File: src/rtl/mem_resp.sv
`default_nettype none
// ============================================================================
// Module      : mem_resp
// Description : MEM-stage memory access control and load-return stage.
//               Holds one request at a time, drives the data bus through a
//               req/addr_ok/data_ok handshake, aligns and extends load data
//               (including LWL/LWR merge with the old rt value) and hands
//               the result to WB over a valid/ready handshake. A flush
//               cancels any outstanding transaction and drops its response.
// Revision    : 1.0 - initial release
// ============================================================================
module mem_resp (
   input  logic        clk,
   input  logic        resetn,
   input  logic        flush,
   input  logic        in_valid,
   output logic        in_ready,
   input  logic        res_from_mem,
   input  logic        res_to_mem,
   input  logic [6:0]  load_op,
   input  logic [31:0] mem_addr,
   input  logic [31:0] rt_old,
   input  logic        mem_ex,
   input  logic        req_wr,
   input  logic [1:0]  req_size,
   input  logic [3:0]  req_wstrb,
   input  logic [31:0] req_vaddr,
   input  logic [31:0] req_wdata,
   output logic        data_req,
   output logic        data_wr,
   output logic [1:0]  data_size,
   output logic [3:0]  data_wstrb,
   output logic [31:0] data_addr,
   output logic [31:0] data_wdata,
   input  logic        data_addr_ok,
   input  logic        data_data_ok,
   input  logic [31:0] data_rdata,
   output logic        out_valid,
   input  logic        out_ready,
   output logic [31:0] out_rdata
);

   typedef enum logic [2:0] {
      S_IDLE  = 3'd0,
      S_REQ   = 3'd1,
      S_WAIT  = 3'd2,
      S_DONE  = 3'd3,
      S_CREQ  = 3'd4,
      S_DRAIN = 3'd5
   } state_t;

   state_t      r_state;
   state_t      w_next;
   logic        r_data_req;
   logic        r_out_valid;
   logic        r_wr;
   logic [1:0]  r_size;
   logic [3:0]  r_wstrb;
   logic [31:0] r_addr;
   logic [31:0] r_wdata;
   logic [6:0]  r_load_op;
   logic [1:0]  r_a;
   logic [31:0] r_rt;
   logic        r_is_load;
   logic [31:0] r_out_rdata;

   logic        w_accept;
   logic        w_is_mem;
   logic [7:0]  w_byte;
   logic [15:0] w_half;
   logic [31:0] w_load;
   logic        w_unused;

   // Only the byte offset of the effective address matters for alignment.
   assign w_unused = ^{mem_addr[31:2], 1'b0};

   assign w_is_mem = (res_from_mem | res_to_mem) & ~mem_ex;
   assign in_ready = ~flush & ((r_state == S_IDLE) |
                               ((r_state == S_DONE) & out_ready));
   assign w_accept = in_valid & in_ready;

   assign data_req   = r_data_req;
   assign data_wr    = r_wr;
   assign data_size  = r_size;
   assign data_wstrb = r_wstrb;
   assign data_addr  = r_addr;
   assign data_wdata = r_wdata;
   assign out_valid  = r_out_valid;
   assign out_rdata  = r_out_rdata;

   // Next-state decision; flush never withdraws a request before addr_ok.
   always_comb begin
      w_next = r_state;
      case (r_state)
         S_IDLE: begin
            if (w_accept) w_next = w_is_mem ? S_REQ : S_DONE;
         end
         S_REQ: begin
            if (data_addr_ok) w_next = flush ? S_DRAIN : S_WAIT;
            else if (flush)   w_next = S_CREQ;
         end
         S_WAIT: begin
            if (flush)             w_next = S_DRAIN;
            else if (data_data_ok) w_next = S_DONE;
         end
         S_DONE: begin
            if (flush)          w_next = S_IDLE;
            else if (out_ready) w_next = w_accept ? (w_is_mem ? S_REQ : S_DONE)
                                                  : S_IDLE;
         end
         S_CREQ: begin
            if (data_addr_ok) w_next = S_DRAIN;
         end
         S_DRAIN: begin
            if (data_data_ok) w_next = S_IDLE;
         end
         default: w_next = S_IDLE;
      endcase
   end

   // Align and extend returned data according to the captured load type.
   always_comb begin
      w_byte = 8'h00;
      case (r_a)
         2'd0: w_byte = data_rdata[7:0];
         2'd1: w_byte = data_rdata[15:8];
         2'd2: w_byte = data_rdata[23:16];
         2'd3: w_byte = data_rdata[31:24];
         default: w_byte = 8'h00;
      endcase
      w_half = r_a[1] ? data_rdata[31:16] : data_rdata[15:0];
      w_load = 32'h0;
      if (r_load_op[0])      w_load = {{24{w_byte[7]}}, w_byte};
      else if (r_load_op[1]) w_load = {24'h0, w_byte};
      else if (r_load_op[2]) w_load = {{16{w_half[15]}}, w_half};
      else if (r_load_op[3]) w_load = {16'h0, w_half};
      else if (r_load_op[4]) w_load = data_rdata;
      else if (r_load_op[5]) begin
         case (r_a)
            2'd0: w_load = {data_rdata[7:0],  r_rt[23:0]};
            2'd1: w_load = {data_rdata[15:0], r_rt[15:0]};
            2'd2: w_load = {data_rdata[23:0], r_rt[7:0]};
            default: w_load = data_rdata;
         endcase
      end
      else if (r_load_op[6]) begin
         case (r_a)
            2'd0: w_load = data_rdata;
            2'd1: w_load = {r_rt[31:24], data_rdata[31:8]};
            2'd2: w_load = {r_rt[31:16], data_rdata[31:16]};
            default: w_load = {r_rt[31:8], data_rdata[31:24]};
         endcase
      end
   end

   // State, registered flags, captured request fields and load result.
   always_ff @(posedge clk or negedge resetn) begin
      if (!resetn) begin
         r_state     <= S_IDLE;
         r_data_req  <= 1'b0;
         r_out_valid <= 1'b0;
         r_wr        <= 1'b0;
         r_size      <= 2'd0;
         r_wstrb     <= 4'd0;
         r_addr      <= 32'h0;
         r_wdata     <= 32'h0;
         r_load_op   <= 7'd0;
         r_a         <= 2'd0;
         r_rt        <= 32'h0;
         r_is_load   <= 1'b0;
         r_out_rdata <= 32'h0;
      end else begin
         r_state     <= w_next;
         r_data_req  <= (w_next == S_REQ) || (w_next == S_CREQ);
         r_out_valid <= (w_next == S_DONE);
         if (w_accept) begin
            r_wr        <= req_wr;
            r_size      <= req_size;
            r_wstrb     <= req_wstrb;
            r_addr      <= req_vaddr;
            r_wdata     <= req_wdata;
            r_load_op   <= load_op;
            r_a         <= mem_addr[1:0];
            r_rt        <= rt_old;
            r_is_load   <= res_from_mem;
            r_out_rdata <= 32'h0;
         end else if ((r_state == S_WAIT) && !flush && data_data_ok) begin
            r_out_rdata <= r_is_load ? w_load : 32'h0;
         end
      end
   end

   // A response may only arrive while one is outstanding.
   a_data_ok_legal : assert property (@(posedge clk) disable iff (!resetn)
      data_data_ok |-> ((r_state == S_WAIT) || (r_state == S_DRAIN)));

endmodule
`default_nettype wire

File: config.mk
export PLATFORM = sky130hd
export DESIGN_NAME = mem_resp
export DESIGN_NICKNAME = d
export VERILOG_FILES = /design/src/rtl/mem_resp.sv
export SDC_FILE = /design/constraint.sdc
export NUM_CORES = 1
export LEC_CHECK = 0
export CAP_MARGIN = 20
export CORE_UTILIZATION = 48
export CTS_CLUSTER_SIZE = 12
export DETAILED_ROUTE_END_ITERATION = 6
export PLACE_DENSITY = 0.95
export REMOVE_ABC_BUFFERS = 1
export SKIP_CTS_REPAIR_TIMING = 1
export SYNTH_ARGS = -nofsm -noshare
export SYNTH_HDL_FRONTEND = slang
export SYNTH_SLANG_ARGS = --single-unit
File: constraint.sdc
create_clock -name clk -period 5.8 [get_ports clk]
set_input_delay 1.45 -clock clk [delete_from_list [all_inputs] [get_ports clk]]
set_output_delay 1.45 -clock clk [all_outputs]
set_load 0.01 [all_outputs]
Word-level counts from Yosys, hierarchy flattened
Index checks and enable logic that the tools add are counted.
W data, S select, Z words.
{"block": "word_totals", "register_bits": 150, "inputBits": 184, "output_inout_bits": 106, "word_cells": 66}
{"block": "op_classes", "n_eq_ne": 11, "n_mux": 27, "n_bitwise": 8, "reduce_logical": 7}
{"operator": "$mux W32", "count": 10}
{"operator": "$pmux W32 S3", "count": 2}
{"operator": "$pmux W8 S4", "count": 1}
{"operator": "$mux W3", "count": 10}
{"operator": "$pmux W3 S6", "count": 1}
{"operator": "$mux W16", "count": 1}
{"operator": "$eq A3 B2 Y1 const B", "count": 3}
{"operator": "$eq A3 B3 Y1 const B", "count": 3}
{"operator": "$eq A3 B1 Y1 const B", "count": 2}
{"operator": "$and A1 B1 Y1", "count": 4}
{"operator": "$eq A2 B2 Y1 const B", "count": 2}
{"operator": "$mux W2", "count": 2}
{"operator": "$logic_not A3 Y1", "count": 1}
{"operator": "$eq A2 B1 Y1 const B", "count": 1}
{"operator": "$logic_and A1 B1 Y1", "count": 2}
{"operator": "$logic_not A2 Y1", "count": 1}
{"operator": "$not A1 Y1", "count": 2}
{"operator": "$or A1 B1 Y1", "count": 2}
{"operator": "$reduce_bool A2 Y1", "count": 1}
{"operator": "$logic_not A1 Y1", "count": 1}
{"operator": "$logic_or A1 B1 Y1", "count": 1}

Depth between registers and ports, before layout
Gate-level depths: netlist of the first run.
{"block": "logic_depth", "ltp_word": 12, "ltp_mapped": 9, "ltp_nobuf": 5}

Worst setup path after synthesis of the first run
Ideal clock, no wire load.
{"block": "synth_timing", "kind": "in2out", "from": "in flush", "to": "out in_ready", "arrival_time_ns": 1.886, "t_required_ns": 4.350, "path_slack_ns": 2.464, "path_stages": 2, "path_buffers": 0, "path_cell_list": "nor2_1 -> o21a_1"}
{"block": "synth_via", "elab_chain_len": 2}
{"element": "from (decl)", "line": "15", "source": "input logic flush,"}
{"element": "$not A1 Y1", "line": "78", "source": "assign in_ready = ~flush & ((r_state == S_IDLE) |"}
{"element": "$and A1 B1 Y1", "line": "78"}
{"element": "to (decl)", "line": "17", "source": "output logic in_ready,"}
No other way between the ends.

Worst setup path after layout of the first run
Ends and elaborated chain as after synthesis.

==> run summary, run 1 <==
Detailed routing
- final routed wirelength across all metal layers: 23330 um
- via/cell ratio: 5.944
- total via count after detailed routing: 6521
- DRC violation count after routing: 0
- detailed-router iteration count before antenna repair: 7
- number of routed nets with antenna violations: 0
- initial DRC count: 565
- routed length per instance: 21.27 um

Final layout
- post-layout utilization of the core: 71.73%
- post-layout instance count excluding filler cells: 1097
- Area Growth Syn to Fin: 44.48%
- ant diodes: 0
- storage element area: 3756 um^2
- multi-input combinational cell area: 3620 um^2
- design area: 10990 um^2
- number of inserted filler cells in the final layout: 1091
- net count reported at finish: 1057
- share of final-layout standard cells stronger than drive strength 1: 21.33%

STA
- Worst-Margin Slew: 1.098 ns
- Final Skew: 0.01445 ns
- final number of setup-violating endpoints: 0
- Final Hold Violating Endpoints: 0
- time the worst path needs with I/O delays and setup: 4.496 ns
- achievable clock frequency: 222.4 MHz
- setup repair after global routing missed its margin: no
- Final Max Tran Viols: 0
- final worst hold slack: 0.4994 ns
- share of the cycle needed by the critical path after routing: 77.51%
- relative slew slack: 26.78%
- sum of negative setup slack: 0 ns

Synth
- Post-Syn Area: 7604 um^2
- Yosys warning count: 0
- Mean Syn Cell Area: 12.07 um^2
- number of standard cells after synthesis: 630
- top_reg_cell synth: dfrtp_1
- post-synth cell types: 52
- ranking of synthesized cells by area: dfrtp_1, mux2_2, mux4_2, a21oi_1, mux2i_1
- EDFF count, synth: 0
- Seq/Total Area, Yosys: 49.37%
- Synth area leader: dfrtp_1
- most frequent cell after synthesis: dfrtp_1
- most used standard cells in the synthesized netlist: dfrtp_1, mux2_2, a21oi_1
- post-synthesis async set-or-reset flop share: 100.0%
- Synth Register Bits: 150
- area share of the leading cell type in the synthesized netlist: 49.37%

Global routing
- global-route total usage across every layer: 29.51%
- vias in the first global route: 6893
- GRT Residual Overflow: 0
- pin count of the biggest net entering global routing: 116
- number of antenna violations at the first check in global routing: 0
- wire length of the first global-routing pass: 36370 um

Die
- number of top-level design ports: 290
- initial core utilization: 49.65%
- overall die area: 16350 um^2
- number of standard-cell rows in the floorplan: 45
- standard cell core area: 15310 um^2
- Die Width: 127.9 um
- floorplan die height: 127.9 um

Power and ir drop
- leakage power: 4.676 nW
- power density over the cells: 514.2 nW/um^2
- Max VDD drop: 0.3129 mV

Clock tree
- Skew-Pair Late Insertion Delay: 0.43 ns
- CTS tree: built
- deepest level of the CTS H-tree: 4
- CTS buffer count: 17
- deepest clock path buffer count: 2
- clock slew seen by the registers of the worst setup and hold paths: 0.06 ns
- Num Clock Sinks: 150
- cell at the root of the clock tree: clkbuf_16

Setup path
- type of origin of the critical path: input port
- critical path peak fanout: 6
- required time at the endpoint of the critical path: 4.35 ns
- arrival time of data at the critical path endpoint: 3.05 ns
- type of destination of the critical path: output port
- path type of the worst setup path: input port to output port

Status
- outcome: finished, final reports clean

Placed design
- number of input and output port buffers inserted: 259
- routability congestion estimate: 0.8368
- HPWL Detailed: 15610 um
- placed insts: 1064
- total placed instance area: 10360 um^2

Run
- Max Cap Viol: 0

Min path
- path category of the worst min-delay check: flip-flop to flip-flop

==> cells by family after synthesis <==
family	after synthesis	synth area share [%]
compound gates	175	14.69
mux	164	26.53
flops	150	49.37
simple gates	86	6.154
buf+inv	54	3.143
xor+xnor	1	0.1152
==> power by group <==
part | internal (mW) | switching, mW | total, mW
Sequential | 1.51 | 0.352 | 1.87
Combinational | 1.44 | 1.19 | 2.63
Clock | 0.697 | 0.456 | 1.15
Total | 3.65 | 2.00 | 5.65
==> critical path, stage by stage <==
cell and delay [ns]:
clkdlybuf4s50_1 0.50, nor2_1 0.39, o21a_1 0.19, clkdlybuf4s50_1 0.52
==> routing by layer <==
metal / GRT usage [%] / share of wire, %
met1: 33.66 / 36
met5: 0 / 0
met4: 14.05 / 3.5
met3: 10.85 / 10
met2: 49.20 / 50
==> metrics by stage <==
step	setup slack, ns	total power [mW]
5_1_grt	1.243	5.937
3_3_place_gp	1.325	4.356
4_1_cts	1.316	5.651
2_1_floorplan	-0.2734	3.260
6_report	1.304	5.649
3_5_place_dp	1.330	4.465
==> sequential cells by signal (all words and copies together) (netlist names) <==
register	cells
r_is_load	1
data_wstrb	4
r_load_op	7
data_addr	32
data_req	1
data_size	2
data_wdata	32
r_state	3
r_rt	32
r_a	2
data_wr	1
out_valid	1
out_rdata	32
==> layout by cell type (no fill, tap or decap), types with 7 or more instances in the layout <==
cell	instances
clkdlybuf4s50_1	258
dfrtp_1	148
mux2_2	120
a21oi_1	66
o21ai_0	26
mux2i_1	26
nor2_1	25
mux4_2	18
nand2b_1	17
clkbuf_16	17
a21o_1	15
o31ai_1	15
buf_4	11
nor2b_1	9
nand3_1	9
o22ai_1	8
a211o_1	7
o221ai_1	7
a22o_1	7
a22oi_1	7
==> layout make-up <==
class                   count  share of cell area (%)
clock inverters            12                   1.503
flip-flops and latches    150                   34.19
multi-input cells         426                   32.95
clock buffers              20                   4.066
well taps                 211                   2.403
inverters                   6                  0.2050
repair buffers            272                   24.68
==> path summary, 6_finish.rpt <==
path                          startpoint       endpoint  slack, ns  depth (start not counted)
setup / recovery                   flush       in_ready       1.30                          4
hold / removal             out_rdata[11]  out_rdata[11]       0.50                          2
setup reg to reg              r_state[2]  out_rdata[28]       3.13                          5
hold reg to reg            out_rdata[11]  out_rdata[11]       0.50                          2
max in group asynchronous         resetn         r_a[0]       3.68                          2
min in group asynchronous         resetn  data_wdata[5]       1.01                          1
(Power assumes the default switching activity.)
==> inputs of run 2 (changes only) <==
--- a/config.mk
+++ b/config.mk
@@ -6,10 +6,10 @@
 export NUM_CORES = 1
 export LEC_CHECK = 0
 export CAP_MARGIN = 20
-export CORE_UTILIZATION = 48
+export CORE_UTILIZATION = 40
 export CTS_CLUSTER_SIZE = 12
 export DETAILED_ROUTE_END_ITERATION = 6
-export PLACE_DENSITY = 0.95
+export PLACE_DENSITY = 0.87
 export REMOVE_ABC_BUFFERS = 1
 export SKIP_CTS_REPAIR_TIMING = 1
 export SYNTH_ARGS = -nofsm -noshare
==> constraint.sdc (replaced) <==
create_clock -name clk -period 3.77 [get_ports clk]
set_input_delay 0.9425 -clock clk [delete_from_list [all_inputs] [get_ports clk]]
set_output_delay 0.9425 -clock clk [all_outputs]
set_load 0.01 [all_outputs]
==> run 2 against run 1 <==
Compared with the run above:
- via count fell by 1.7%
- global-route usage shrank 5.5 points
- utilization fell by 13 points
- flip-flop and latch count did not move
- clock power rose by 43%
- non-clock buffer count is 4 higher
- combinational power is 51% higher
- die area up 20%
- sequential share of layout area decreased by 0.051 points
- critical path depth is the same
- first-iteration DRC count decreased by 29%
- critical path type unchanged
==> run summary, run 2 (same netlist as run 1, synthesis figures left out) <==
Die
- number of top-level design ports: 290, unchanged
- standard cell core area: 18640 um^2, +22%
- Die Width: 139.9 um, +9.4%
- initial core utilization: 40.79%, -8.9 points
- number of standard-cell rows in the floorplan: 50, +11%
- overall die area: 19560 um^2, +20%
- floorplan die height: 139.9 um, +9.4%

Final layout
- share of final-layout standard cells stronger than drive strength 1: 21.91%, +0.58 points
- most frequent cells in the layout: clkdlybuf4s50_1, dfrtp_1, mux2_2, a21oi_1
- most common cell after layout, fill and taps aside: clkdlybuf4s50_1
- net count reported at finish: 1061, +0.38%
- post-layout utilization of the core: 59.01%, -13 points
- number of inserted filler cells in the final layout: 1503, +38%
- design area: 11000 um^2, +0.15%
- ant diodes: 0, unchanged
- Area Growth Syn to Fin: 44.69%

Setup path
- type of origin of the critical path: input port
- endpoint of the most critical register-to-register path: out_rdata[29]
- origin of the worst setup path: out_ready
- required time at the endpoint of the critical path: 2.83 ns, -1.52 ns
- r2r startpoint: r_a[1]
- CP dominant cell by count: clkdlybuf4s50_1
- biggest cell delay along the critical path: 0.53 ns, about the same
- number of cells on the worst reg-to-reg path: 4, -1
- arrival time of data at the critical path endpoint: 2.35 ns, -0.70 ns
- path type of the worst setup path: input port to output port
- cells along the critical path: clkdlybuf4s50_1 -> and3_1 -> o21a_1 -> clkdlybuf4s50_1
- type of destination of the critical path: output port
- critical path peak fanout: 3, -3
- worst-path cell with the longest stage delay: clkdlybuf4s50_1
- destination of the critical timing path: in_ready
- worst-case register-to-register setup slack: 1.23 ns, -1.90 ns

Detailed routing
- total via count after detailed routing: 6407, -1.7%
- via/cell ratio: 5.700, -4.1%
- routed length per instance: 20.39 um, -4.1%
- DRC violation count after routing: 0, unchanged
- number of routed nets with antenna violations: 0, unchanged
- detailed-router iteration count before antenna repair: 7, unchanged
- final routed wirelength across all metal layers: 22920 um, -1.8%
- initial DRC count: 403, -29%

Power and ir drop
- leakage power: 4.682 nW, +0.12%
- Max VDD drop: 0.4117 mV, +32%
- power density over the cells: 776.0 nW/um^2, +51%

Global routing
- met1 track utilization from global routing: 28.46%, -5.2 points
- wire length of the first global-routing pass: 35910 um, -1.3%
- most used routing layer in global routing: met2
- met3 track demand over resource in global routing: 10.29%, -0.56 points
- GRT Residual Overflow: 0, unchanged
- number of antenna violations at the first check in global routing: 0, unchanged
- global-route total usage across every layer: 24.04%, -5.5 points
- met2 track demand over resource: 38.32%, -11 points
- vias in the first global route: 6617, -4.0%
- pin count of the biggest net entering global routing: 115, -0.86%

STA
- Final Skew: 0.009072 ns, -0.005381 ns
- achievable clock frequency: 303.8 MHz
- setup repair after global routing missed its margin: no
- final number of setup-violating endpoints: 0, unchanged
- share of the cycle needed by the critical path after routing: 87.32%
- Worst-Margin Slew: 1.189 ns, +0.09060 ns
- Final Max Tran Viols: 0, unchanged
- final worst hold slack: 0.5041 ns, +0.004659 ns
- time the worst path needs with I/O delays and setup: 3.292 ns
- relative slew slack: 20.74%, -6.0 points
- Final Hold Violating Endpoints: 0, unchanged
- setup slack after layout: 0.4780 ns, -0.8264 ns

Run
- Max Cap Viol: 0, unchanged

Placed design
- HPWL Detailed: 15530 um, -0.47%
- post-place setup slack: 0.4676 ns, -0.8624 ns
- number of input and output port buffers inserted: 259, unchanged
- total placed instance area: 10440 um^2, +0.76%
- routability congestion estimate: 0.7969, -4.8%

Clock tree
- Num Clock Sinks: 150, unchanged
- clock slew seen by the registers of the worst setup and hold paths: 0.06 ns, about the same
- Skew-Pair Late Insertion Delay: 0.42 ns, about the same
- deepest level of the CTS H-tree: 4, unchanged
- deepest clock path buffer count: 2, unchanged
- CTS tree: built
- cell at the root of the clock tree: clkbuf_16
- CTS buffer count: 17, unchanged

Min path
- path category of the worst min-delay check: flip-flop to flip-flop

Status
- outcome: finished, final reports clean

[run 2: cell count changes in the layout (fill, tap and decap cells not counted), sizes merged]
cell      change
inv           +3
bufinv        -3
buf           +4
clkinv        +4
clkbuf        -3
clkinvlp      -1
[run 2: metal layers]
metal / vias to the layer above / wire [um]
li1: 2855 / -
met1: 3100 / 8431
met2: 401 / 10970
met3: 51 / 2855
met4: 0 / 653
met5: - / 0
[run 2: cell type report]
class / count / area (um^2) / share of cell area, %
flip-flops and latches: 150 / 3756 / 34.14
inverters: 6 / 22.52 / 0.2047
repair buffers: 276 / 2746 / 24.96
clock buffers: 17 / 425.4 / 3.867
well taps: 234 / 292.8 / 2.661
clock inverters: 15 / 138.9 / 1.262
multi-input cells: 426 / 3620 / 32.90
[run 2: report_power, final]
part | internal, mW | switching (mW)
combinational | 2.22 | 1.76
sequential | 2.33 | 0.587
clock | 0.874 | 0.767
[run 2: critical path, delay by kind of cell]
kind | cells | cell delay (ns)
compound gates | 1 | 0.16
buf+inv | 2 | 1.00
simple gates | 1 | 0.25
[run 2: worst min-delay path by stage]
stage	start	to	slack [ns]	depth (start not counted)
2_1_floorplan	r_rt[30]	r_rt[30]	0.47	1
3_3_place_gp	out_rdata[15]	out_rdata[15]	0.48	2
3_5_place_dp	out_rdata[23]	out_rdata[23]	0.49	2
4_1_cts	out_rdata[23]	out_rdata[23]	0.50	2
5_1_grt	data_wdata[13]	data_wdata[13]	0.52	1
6_report	data_wdata[26]	data_wdata[26]	0.50	1
[run 2: metrics by stage]
| stage | total power [mW] | cells | TNS [ns] |
|---|---|---|---|
| after floorplan | 5.015 | 582 | -170.17 |
| after global placement | 6.769 | 1092 | 0 |
| after detailed placement | 6.892 | 1092 | 0 |
| after CTS | 8.568 | 1124 | 0 |
| after global routing | 9.030 | 1124 | 0 |
| final | 8.537 | 1124 | 0 |
==> inputs of run 3 (changes only) <==
--- a/config.mk
+++ b/config.mk
@@ -7,9 +7,11 @@
 export LEC_CHECK = 0
 export CAP_MARGIN = 20
 export CORE_UTILIZATION = 40
-export CTS_CLUSTER_SIZE = 12
+export CTS_CLUSTER_SIZE = 14
 export DETAILED_ROUTE_END_ITERATION = 6
+export GPL_ROUTABILITY_DRIVEN = 0
 export PLACE_DENSITY = 0.87
+export RECOVER_POWER = 100
 export REMOVE_ABC_BUFFERS = 1
 export SKIP_CTS_REPAIR_TIMING = 1
 export SYNTH_ARGS = -nofsm -noshare
==> run 3 against run 2 <==
Compared with the run above:
- the flow now finishes with violations (max-capacitance violations, max-slew violations)
- power down 2.3%
- critical path depth grew 2
- global-route usage stayed put
- via count grew 0.42%
- utilization fell by 0.15 points
- worst setup slack worse by 0.10 ns
- clock power about the same
- hold slack worse by 0.0060 ns
- sequential share of layout area up 0.090 points
- critical path type is now input port to flip-flop
- highest routed layer unchanged
==> run summary, run 3 (same netlist as run 1, synthesis figures left out) <==
Status
- outcome: finished with violations
- violations in the final reports: max-capacitance violations, max-slew violations

Setup path
- critical path peak fanout: 114, +111
- path type of the worst setup path: input port to flip-flop
- type of origin of the critical path: input port
- required time at the endpoint of the critical path: 4.07 ns, +1.24 ns
- type of destination of the critical path: flip-flop
- arrival time of data at the critical path endpoint: 3.70 ns, +1.35 ns

STA
- final worst hold slack: 0.4980 ns, -0.006042 ns
- final number of setup-violating endpoints: 0, unchanged
- sum of negative setup slack: 0 ns, unchanged
- Final Hold Violating Endpoints: 0, unchanged
- share of the cycle needed by the critical path after routing: 90.10%, +2.8 points
- Final Skew: 0.01009 ns, +0.001017 ns
- achievable clock frequency: 294.4 MHz, -3.1%
- time the worst path needs with I/O delays and setup: 3.397 ns, +0.1047 ns
- setup slack after layout: 0.3734 ns, -0.1047 ns
- Worst-Margin Slew: 2.034 ns, +0.8453 ns
- setup repair after global routing missed its margin: no
- relative slew slack: -35.62%, -56 points
- Final Max Tran Viols: 193, +193

Clock tree
- deepest level of the CTS H-tree: 4, unchanged
- CTS buffer count: 17, unchanged
- Skew-Pair Late Insertion Delay: 0.42 ns, about the same
- deepest clock path buffer count: 2, unchanged
- Num Clock Sinks: 150, unchanged
- clock slew seen by the registers of the worst setup and hold paths: 0.06 ns, about the same
- CTS tree: built
- cell at the root of the clock tree: clkbuf_16

Detailed routing
- detailed-router iteration count before antenna repair: 7, unchanged
- initial DRC count: 396, -1.7%
- number of routed nets with antenna violations: 0, unchanged
- final routed wirelength across all metal layers: 22910 um, about the same
- routed length per instance: 20.38 um, about the same
- DRC violation count after routing: 0, unchanged
- total via count after detailed routing: 6434, +0.42%
- via/cell ratio: 5.724, +0.42%

Final layout
- net count reported at finish: 1061, unchanged
- most frequent cells in the layout: clkdlybuf4s50_1, dfrtp_1, mux2_2, dlygate4sd3_1, a21oi_1
- most common cell after layout, fill and taps aside: clkdlybuf4s50_1
- post-layout utilization of the core: 58.86%, -0.15 points
- ant diodes: 0, unchanged
- share of final-layout standard cells stronger than drive strength 1: 21.69%, -0.22 points
- Area Growth Syn to Fin: 44.31%
- design area: 10970 um^2, -0.26%
- post-layout instance count excluding filler cells: 1124, unchanged

Run
- Max Cap Viol: 2, +2

Global routing
- number of antenna violations at the first check in global routing: 0, unchanged
- GRT Residual Overflow: 0, unchanged
- wire length of the first global-routing pass: 35910 um, unchanged
- vias in the first global route: 6617, unchanged
- pin count of the biggest net entering global routing: 115, unchanged
- global-route total usage across every layer: 24.04%, unchanged

Die
- initial core utilization: 40.79%, unchanged
- floorplan die height: 139.9 um, unchanged
- number of top-level design ports: 290, unchanged
- Die Width: 139.9 um, unchanged
- standard cell core area: 18640 um^2, unchanged
- number of standard-cell rows in the floorplan: 50, unchanged
- overall die area: 19560 um^2, unchanged

Power and ir drop
- leakage power: 4.829 nW, +3.1%
- Max VDD drop: 0.3848 mV, -6.5%
- power density over the cells: 759.8 nW/um^2, -2.1%
- total power: 8.338 mW, -2.3%

Placed design
- HPWL Detailed: 15530 um, unchanged
- total placed instance area: 10440 um^2, unchanged
- number of input and output port buffers inserted: 259, unchanged
- placed insts: 1092, unchanged
- post-place setup slack: 0.4676 ns, unchanged

Min path
- path category of the worst min-delay check: flip-flop to flip-flop

==> run 3: layer usage <==
layer / track usage [%] / part of all wire (%) / up-vias
met1: 28.46 / 37 / 3116
li1: - / - / 2862
met4: 9.890 / 3.2 / 0
met5: 0 / 0 / -
met2: 38.32 / 48 / 397
met3: 10.29 / 12 / 59
==> run 3: layout make-up <==
class	count	area [um^2]
tap	234	292.8
sequential	150	3756
timing repair buffer	276	2718
clock buffer	17	425.4
clock inverter	15	138.9
inverter	6	22.52
fill	1511	7670
multi-input combinational	426	3620
==> run 3: report_power, final <==
part           switching (mW)  internal, mW  leakage (nW)
Clock                   0.766         0.875         0.278
Combinational            1.76          2.05          2.69
Sequential              0.565          2.33          1.86
Total                    3.09          5.25          4.83
==> run 3: final timing paths <==
kind,slack (ns),cells after the start,from,to
max,0.37,6,flush,r_rt[20]
min,0.50,1,data_wdata[26],data_wdata[26]
max reg2reg,0.97,4,r_state[0],r_rt[20]
min reg2reg,0.50,1,data_wdata[26],data_wdata[26]
max in group asynchronous,0.99,2,resetn,data_addr[10]
min in group asynchronous,1.08,1,resetn,data_wdata[11]
==> run 3: critical path, cell delays in order <==
cell and delay (ns):
dlygate4sd3_1 0.63, nor2_1 0.08, clkbuf_1 0.17, o211ai_4 0.10, clkbuf_4 1.16, mux2_2 0.44
